$ cat src/rtl/serial_tx_scheduler.sv
// Round-robin scheduler that shares one parallel-to-serial serializer between NREQ requesters.
// Latches the winner's word/framesize, sequences clear/load/send, and reports done or timeout.
module serial_tx_scheduler #(
    parameter int unsigned WIDTH   = 8,
    parameter int unsigned NREQ    = 4,
    parameter int unsigned TIMEOUT = 16
) (
    input  logic                    clk,
    input  logic                    rst_n,
    input  logic [NREQ-1:0]         req,
    input  logic [NREQ*WIDTH-1:0]   req_data,
    input  logic [NREQ*WIDTH-1:0]   req_size,
    output logic [NREQ-1:0]         grant,
    output logic [NREQ-1:0]         done,
    output logic                    err,
    output logic                    busy,
    output logic                    ser_reset_n,
    output logic                    ser_enable,
    output logic                    ser_load_send,
    output logic [WIDTH-1:0]        ser_parallel,
    output logic [WIDTH-1:0]        ser_framesize,
    input  logic                    ser_complete
);

    localparam int unsigned PW = (NREQ > 1) ? $clog2(NREQ) : 1;
    localparam int unsigned WW = WIDTH + $clog2(TIMEOUT) + 1;

    typedef enum logic [2:0] {IDLE, CLEAR, LOAD, SEND, DONE} state_t;

    state_t            state, state_d;
    logic [PW-1:0]     ptr, ptr_d;
    logic [PW-1:0]     gidx, gidx_d;
    logic [PW-1:0]     win;
    logic              found;
    logic [NREQ-1:0]   grant_d, done_d;
    logic              err_d, busy_d, ser_rst_q, ser_rst_d, ser_enable_d, ser_load_send_d;
    logic [WIDTH-1:0]  ser_parallel_d, ser_framesize_d;
    logic [WW-1:0]     wdog, wdog_d, wdog_inc, wdog_limit;
    logic [WIDTH-1:0]  data_arr [NREQ];
    logic [WIDTH-1:0]  size_arr [NREQ];

    for (genvar i = 0; i < int'(NREQ); i++) begin : g_slice
        assign data_arr[i] = req_data[i*WIDTH +: WIDTH];
        assign size_arr[i] = req_size[i*WIDTH +: WIDTH];
    end

    // The serializer clear must follow reset immediately, not wait for a clock.
    assign ser_reset_n = rst_n & ser_rst_q;

    assign wdog_limit = WW'(ser_framesize) + WW'(1) + WW'(TIMEOUT);
    assign wdog_inc   = (wdog == '1) ? wdog : wdog + WW'(1);

    // Round-robin search starting just above the last winner.
    always_comb begin
        found = 1'b0;
        win   = gidx;
        for (int unsigned i = 1; i <= NREQ; i++) begin
            if (!found && req[PW'((32'(ptr) + i) % NREQ)]) begin
                found = 1'b1;
                win   = PW'((32'(ptr) + i) % NREQ);
            end
        end
    end

    always_comb begin
        state_d         = state;
        ptr_d           = ptr;
        gidx_d          = gidx;
        grant_d         = grant;
        done_d          = '0;
        err_d           = 1'b0;
        ser_parallel_d  = ser_parallel;
        ser_framesize_d = ser_framesize;
        wdog_d          = wdog;
        case (state)
            IDLE: begin
                wdog_d = '0;
                if (found) begin
                    state_d         = CLEAR;
                    gidx_d          = win;
                    grant_d         = NREQ'(1) << win;
                    ser_parallel_d  = data_arr[win];
                    ser_framesize_d = size_arr[win];
                end
            end
            CLEAR: state_d = LOAD;
            LOAD: begin
                state_d = SEND;
                wdog_d  = '0;
            end
            SEND: begin
                wdog_d = wdog_inc;
                if (ser_complete) begin
                    state_d = DONE;
                    done_d  = grant;
                end else if (wdog_inc == wdog_limit) begin
                    state_d = DONE;
                    done_d  = grant;
                    err_d   = 1'b1;
                end
            end
            DONE: begin
                state_d = IDLE;
                grant_d = '0;
                ptr_d   = gidx;
            end
            default: state_d = IDLE;
        endcase
        // Serializer controls are decoded from the state being entered so they align with it.
        busy_d          = (state_d != IDLE);
        ser_rst_d       = (state_d != CLEAR);
        ser_enable_d    = (state_d == LOAD) || (state_d == SEND);
        ser_load_send_d = (state_d == SEND);
    end

    always_ff @(posedge clk or negedge rst_n) begin
        if (!rst_n) begin
            state         <= IDLE;
            ptr           <= PW'(NREQ - 1);
            gidx          <= '0;
            grant         <= '0;
            done          <= '0;
            err           <= 1'b0;
            busy          <= 1'b0;
            ser_rst_q     <= 1'b1;
            ser_enable    <= 1'b0;
            ser_load_send <= 1'b0;
            ser_parallel  <= '0;
            ser_framesize <= '0;
            wdog          <= '0;
        end else begin
            state         <= state_d;
            ptr           <= ptr_d;
            gidx          <= gidx_d;
            grant         <= grant_d;
            done          <= done_d;
            err           <= err_d;
            busy          <= busy_d;
            ser_rst_q     <= ser_rst_d;
            ser_enable    <= ser_enable_d;
            ser_load_send <= ser_load_send_d;
            ser_parallel  <= ser_parallel_d;
            ser_framesize <= ser_framesize_d;
            wdog          <= wdog_d;
        end
    end

endmodule
$ cat config.mk
export PLATFORM = sky130hd
export DESIGN_NAME = serial_tx_scheduler
export DESIGN_NICKNAME = d
export VERILOG_FILES = /design/src/rtl/serial_tx_scheduler.sv
export SDC_FILE = /design/constraint.sdc
export NUM_CORES = 1
export LEC_CHECK = 0
export CAP_MARGIN = 20
export CORE_MARGIN = 1.5
export CORE_UTILIZATION = 52
export CTS_CLUSTER_SIZE = 30
export DETAILED_ROUTE_END_ITERATION = 6
export GPL_TIMING_DRIVEN = 0
export PLACE_DENSITY = 0.86
export SETUP_SLACK_MARGIN = 0.5
export SYNTH_ARGS = -nofsm -noshare
export SYNTH_HDL_FRONTEND = slang
export SYNTH_SLANG_ARGS = --single-unit
$ cat constraint.sdc
create_clock -name clk -period 7.13 [get_ports clk]
set_clock_uncertainty 0.2 [all_clocks]
set_input_delay 1.426 -clock clk [delete_from_list [all_inputs] [get_ports clk]]
set_output_delay 1.426 -clock clk [all_outputs]
set_load 0.05 [all_outputs]
# After elaboration in Yosys (flattened, before gate mapping)
# Index checks and enable logic that the tools add are counted.
# W data, S select, Z words.
# op_classes
n_addsub	7
n_lt_le_gt_ge	5
n_eq_ne	10
shifts	1
mux	36
n_bitwise	2
reduce_logical	14
# op_table
cell	count
$bmux W8 S2	2
$mux W8	4
$pmux W13 S2	1
$mux W4	4
$add A13 B1 Y13 const B	1
$eq A13 B10 Y1	1
$eq A13 B13 Y1 const B	1
$mux W13	1
$eq A3 B2 Y1 const B	4
$lt A2 B3 Y1 const B	4
$pmux W3 S4	1
$mux W1	11
$add A9 B5 Y10 const B	1
$add A8 B1 Y9 const B	1
$mux W3	3
$bmux W1 S2	4
$mux W2	4
$pmux W4 S2	1
$add A2 B1 Y2 const B	2
$add A2 B2 Y2 const B	2
$reduce_and A2 Y1	2
$reduce_bool A2 Y1	2
$shl A1 B2 Y4 const A	1
$eq A3 B1 Y1 const B	1
other kinds (12)	16
# totals
reg_bits	49
output_inout_bits	29

# Longest topological paths before layout
# Gate-level depths: netlist of the first run.
# depth
depth_word	17
ltp_mapped	10
ltp_nobuf	8

# Least setup slack after synthesis of the first run
# OpenSTA, ideal clock, no wires.
# synth_path
path_type	input port to flip-flop
startpoint	input port req[2]
endpoint	register ser_framesize[3]
setup_time_ps	77
arrival_ps	3208
required_time_ps	6853
path_slack_ps	3645
cell_stages	9
n_path_buf	3
path_cell_list	buf_2 -> or3b_1 -> a2111oi_0 -> a31oi_1 -> buf_4 -> buf_2 -> mux2i_1 -> mux2_2 -> o21ai_1
# synth_between
elab_chain_cells	16
word_cells_on_any_way	27
# synth_rtl
item	line	rtl
from (decl)	10	input logic [NREQ-1:0] req,
$bmux W1 S2	58	if (!found && req[PW'((32'(ptr) + i) % NREQ)]) begin
$mux W1 (implied by the code)	58	
$mux W1	58	
$logic_not A1 Y1	58	
$logic_and A1 B1 Y1	58	
$mux W1	58	
$logic_not A1 Y1	58	
$logic_and A1 B1 Y1	58	
$mux W1	58	
$logic_not A1 Y1	58	
$logic_and A1 B1 Y1	58	
$mux W2	58	
$not A2 Y3 (implied by the code)	83	ser_framesize_d = size_arr[win];
$bmux W8 S2	83	
$mux W8 (implied by the code) (2 in a row)	83	
to (signal assigned)	143	ser_framesize <= ser_framesize_d;
to (decl)	21	output logic [WIDTH-1:0] ser_framesize,
# Several ways; a longest one is shown, not always the timed one. The select of a mux whose other input is x is not followed.
# A chain may end at the register's enable or synchronous reset.

# Worst setup path in the final report of the first run
# layout_path
startpoint	input port rst_n
endpoint	output port ser_reset_n
# layout_between
elab_chain_cells	1
# layout_rtl
item	line	rtl
from (decl)	9	input logic rst_n,
$and A1 B1 Y1	48	assign ser_reset_n = rst_n & ser_rst_q;
to (decl)	17	output logic ser_reset_n,
# No other way between the ends.

==> impl_metrics.yaml, run 1 <==
critical_path:
  arrival_ns: 2.91
  cp.required_ns: 5.50
  critPathKind: "input pin to output port"
  worstSetupStartpointType: "input pin"
  rr_worst_depth: 10
  critPathMaxFanout: 41
  slowest_stage: "clkdlybuf4s50_1"
  crit_family: "buffers and inverters"
  reg2reg_slack_ns: 4.13
  crit_path_end_kind: "output port"
  worstReg2RegStart: "wdog[0]"
  slowest_delay_ns: 0.80
  cp_cell_sequence: "buf_2 -> buf_12 -> and2_1 -> clkdlybuf4s50_1"
  rr_endpoint: "ser_enable"
  cp.buffers_inverters: 3
yosys:
  ys_top_cells_by_count: "dfrtp_1 (46), mux2i_1 (37), nand2_1 (33)"
  synth.most_common_cell: "dfrtp_1"
  synth.distinct_cells: 70
  async_flop_share_pct: 100
  yosys_warnings: 0
  yosysTopAreaCell: "dfrtp_1"
  ys_seq_area_share_pct: 35.1
  syn_area_um2: 3510
  synth_edf_count: 0
  synth-seq-cells: 49
  synth_area_per_cell_um2: 9.36
  syn_nets: 448
  synth_area_leaders: "dfrtp_1 (33%), mux2i_1 (11%), mux2_2 (6.1%)"
  netlist_instances: 375
  yosysTopAreaCellShare_pct: 32.8
  synth_flop_cell: "dfrtp_1"
cells_and_area:
  multi_input_area_um2: 2050
  n_fill_cell: 462
  final_util_pct: 73.5
  drive_gt1_share_pct: 14.9
  layout.nets: 554
  final-seq-area_um2: 1230
  diodes: 0
  instances_no_fill: 559
  area_growth_pct: 34.5
global_routing:
  grt_pass1_wl_um: 14900
  grt_max_degree: 42
  grt_pass1_vias: 3177
  grt_antenna_before_repair: 0
  overflow: 0
  grt_use_total_pct: 25.4
routing:
  drc_errors: 1
  dr.pass1.iters: 7
  via_per_inst: 6.02
  postRouteWirelength_um: 9000
  drt_iter0_drc: 197
  vias: 3363
  antenna_left: 0
  avgRoutedWirePerCell_um: 16.1
timing:
  finalHoldViolCount: 0
  slew-limit-headroom_pct: 57.1
  postLayoutSetupSlackWorst_ns: 2.59
  tns_ns: 0
  setup_violations: 0
  min_period_ns: 4.54
  finalMaxSlewViolations: 0
  period_share_pct: 63.7
  rsz0062_at_grt: "false"
  worstMarginPinSlew_ns: 0.638
  clock.fmax_mhz: 220
die:
  row_count: 29
  core-area_um2: 6420
  initial_core_util_pct: 54.6
  die-area_um2: 7250
  fp.dieW_um: 85.1
  num_io_pins: 100
  die_y_um: 85.1
clock_network:
  cts_root_buf: "clkbuf_8"
  numCtsBuffers: 5
  htree_levels: 2
  clock_latency_ns: 0.31
  cts_tree: "built"
  cts_buffer_depth: 2
  clk_pin_slew_ns: 0.10
  ctsResizeCount: 0
  postCtsSetupBuffers: 0
  cts.sink_count: 49
  cts_hold_buf: 0
status:
  failed_checks: "design-rule violations"
  status: "finished, violations left"
power_and_ir_drop:
  p_leak_nw: 1.99
  power.total_w: 0.00185
  irDropWorstVdd_uv: 257
  power.density_nw_per_um2: 393
run:
  cap_violations: 0
hold_path:
  min_path_cells: 2
  hold_start: "ser_parallel[1]"
  min_to: "ser_parallel[1]"
  hold_class: "register to register"
placement:
  dp_cells: 551
  dp.final_hpwl_um: 7070
  gp_congestion: 0.939
  portBuffers: 98
  post-place-ws_ns: 2.54
-- per-stage QoR --
stage	area, um^2	hold slack (ns)
finish	4720	0.293
global route	4720	0.340
CTS	4720	0.299
detailed placement	4600	0.276
global placement	4590	0.273
floorplan	3510	0.301
-- layout make-up --
cell class	instances	area share, %
Timing Repair Buffer	99	21.1
Sequential cell	49	26.1
Multi-Input combinational cell	283	43.4
Tap cell	77	2.04
Inverter	14	1.11
Clock buffer	5	1.46
Buffer	29	3.79
Clock inverter	3	1.03
-- tightest hold or removal path, cell delays in order, from the launching register on --
cell and delay [ns]:
dfrtp_1 0.36, nand2_1 0.05, o21ai_0 0.06
-- layer usage --
metal / share of wire, % / vias to the layer above / global-route usage, %
met1: 41 / 1596 / 31.2
met5: 0 / - / 0
met2: 50 / 154 / 44.7
met4: 1.7 / 0 / 7.30
li1: - / 1597 / -
met3: 7.6 / 16 / 5.84
-- logic make-up after synthesis --
group	after synthesis	share of synthesized area (%)
simple gates	108	18.1
compound gates	105	19.9
mux	56	16.7
flops	49	35.1
buf+inv	43	6.60
xor+xnor	12	3.00
fa+ha+maj	2	0.713
-- worst max path at each step --
stage,startpoint,endpoint,slack (ns),cells after the start
after global placement,rst_n,ser_reset_n,0.91,3
after global routing,rst_n,ser_reset_n,2.47,4
after floorplan,req[2],ser_framesize[3],3.65,9
after CTS,rst_n,ser_reset_n,2.55,4
after detailed placement,rst_n,ser_reset_n,2.54,4
final,rst_n,ser_reset_n,2.59,4
-- registers in the layout (all words and copies together), names as in the netlist, 2 cells and up --
register and cells:
state 3, ser_parallel 8, ser_framesize 8, done 4, ptr 2, gidx 2, grant 4, wdog 13
-- layout by cell type, fill, tap and decap left out, drive strengths merged, types with 2 or more instances in the layout --
cell,n
a211oi,3
a2111oi,2
clkbuf,17
mux2i,37
o221ai,3
inv,14
o31a,2
xnor2,8
dfrtp,46
a21oi,22
xor2,4
mux2,19
and4,3
nand3,12
clkdlybuf4s50,97
nor3,6
nand3b,2
or2,2
nand2b,6
dfstp,3
nand2,33
nand4,8
nor4,5
a22o,2
o211ai,3
buf,19
and2,3
ha,2
and3,9
o31ai,4
a41oi,2
nor2,13
a21o,3
a31oi,10
a31o,4
o21a,2
o21ai,33
-- power breakdown --
group	internal (W)	total (W)	switching (W)	leakage, nW
combinational	0.000483	0.00119	0.000703	1.31
sequential	0.000373	0.000458	0.0000849	0.623
clock	0.000107	0.000211	0.000104	0.0563
(Power assumes the default switching activity.)
==> inputs of run 2 (changes only) <==
Settings changed: CORE_UTILIZATION 52 to 49, PLACE_DENSITY 0.86 to 0.82.
Clock period 7.13 ns to 4.24 ns, I/O delays scaled along.
==> impl_metrics.yaml, run 2 (synthesis results as in run 1) <==
clock_network:
  cts_root_buf: "clkbuf_8"
  cts_hold_buf: 0
  htree_levels: 2
  cts_buffer_depth: 2
  ctsResizeCount: 0
  cts.sink_count: 49
  clk_pin_slew_ns: 0.10
  numCtsBuffers: 5
  postCtsSetupBuffers: 0
  cts_tree: "built"
  clock_latency_ns: 0.32
placement:
  dp.final_hpwl_um: 7160
  dp_cells: 570
  gp_congestion: 0.944
  portBuffers: 98
routing:
  avgRoutedWirePerCell_um: 15.7
  vias: 3279
  antenna_left: 0
  postRouteWirelength_um: 9090
  drc_errors: 0
  drt_iter0_drc: 186
  via_per_inst: 5.67
  dr.pass1.iters: 5
cells_and_area:
  diodes: 0
  multi_input_area_um2: 2050
  layout_common_cells: "clkdlybuf4s50_1 (97), dfrtp_1 (46), mux2i_1 (37)"
  largest_reg_flops: 13
  final-seq-area_um2: 1230
  n_fill_cell: 527
  top_regs: "wdog (13), ser_framesize (8), ser_parallel (8)"
  area_growth_pct: 34.6
  top_register: "wdog"
  layout.nets: 554
  layout_commonest_cell: "clkdlybuf4s50_1"
  drive_gt1_share_pct: 14.9
  instances_no_fill: 578
critical_path:
  slowest_delay_ns: 0.53
  crit_family: "buffers and inverters"
  critPathMaxFanout: 10
  cp.required_ns: 4.28
  crit_path_end_kind: "register"
  cp.buffers_inverters: 3
  critPathKind: "input pin to register"
  arrival_ns: 3.47
  worstSetupStartpointType: "input pin"
  cp_cell_sequence: "clkdlybuf4s50_1 -> clkbuf_1 -> nand3b_1 -> a21oi_1 -> a31oi_1 -> o221ai_1 -> a21oi_1 -> clkbuf_1 -> mux2_2 -> o21ai_1"
  slowest_stage: "clkdlybuf4s50_1"
die:
  core-area_um2: 6870
  num_io_pins: 100
  die_y_um: 87.6
  initial_core_util_pct: 51.1
  die-area_um2: 7680
  row_count: 30
  fp.dieW_um: 87.6
global_routing:
  grt_pass1_vias: 3280
  grt_max_degree: 30
  overflow: 0
  grt_use_total_pct: 25.1
  grt_pass1_wl_um: 15200
  grt_antenna_before_repair: 0
timing:
  clock.fmax_mhz: 292
  worstMarginPinSlew_ns: 0.556
  finalMaxSlewViolations: 0
  finalHoldViolCount: 0
  period_share_pct: 80.9
  setup_violations: 0
  whs_ns: 0.283
  min_period_ns: 3.43
  rsz0062_at_grt: "false"
  slew-limit-headroom_pct: 62.6
run:
  cap_violations: 0
power_and_ir_drop:
  power.total_w: 0.00306
  power.density_nw_per_um2: 648
  irDropWorstVdd_uv: 347
  p_leak_nw: 1.99
status:
  status: "finished, final reports clean"
hold_path:
  hold_class: "input pin to asynchronous set/reset pin"
## run 2: cell types whose count changed in the layout (fill, tap and decap cells not counted)
cell / previous run / this run
bufinv_16: 1 / 0
clkinv_4: 0 / 1
clkinvlp_4: 1 / 0
inv_6: 0 / 1
## run 2: per-stage QoR
| step | setup TNS [ns] | util, % | instance area (um^2) | setup slack [ns] |
|---|---|---|---|---|
| after floorplan | 0 | - | 3510 | 1.33 |
| after CTS | 0 | 68.7 | 4720 | 0.824 |
| final | 0 | 68.7 | 4720 | 0.810 |
| after global routing | 0 | 68.7 | 4720 | 0.596 |
| after detailed placement | 0 | 67.3 | 4620 | 0.504 |
| after global placement | -0.786 | 67.1 | 4610 | -0.786 |
## run 2: cell type report
class,count,share of cell area (%)
multi-input combinational,283,43.3
timing repair buffer,99,21.1
clock inverter,3,0.609
clock buffer,5,1.46
sequential,49,26.0
tap,96,2.54
inverter,14,1.11
buffer,29,3.79
## run 2: per-layer routing
metal  up-vias  routed length (um)  track usage, %
met1      1511                3800            30.6
met3        22                 685            6.41
met2       151                4390            42.9
met4         0                 214            9.09
met5         -                   0               0
li1       1595                   -               -
## run 2: power breakdown
group / internal (W) / total, W / switching, W
Combinational: 0.000813 / 0.00200 / 0.00118
Sequential: 0.000627 / 0.000763 / 0.000136
Clock: 0.000124 / 0.000302 / 0.000178
Total: 0.00156 / 0.00306 / 0.00150
## run 2: path summary, 6_finish.rpt
path | startpoint | to | slack (ns) | cells after the start
worst max register to register | wdog[0] | done[2] | 1.26 | 10
worst min register to register | ser_parallel[1] | ser_parallel[1] | 0.31 | 2
max in group asynchronous | rst_n | ptr[0] | 2.98 | 2
worst max-delay path | req[0] | ser_framesize[2] | 0.81 | 10
worst min-delay path | rst_n | busy | 0.28 | 1
min in group clk | ser_parallel[1] | ser_parallel[1] | 0.31 | 2
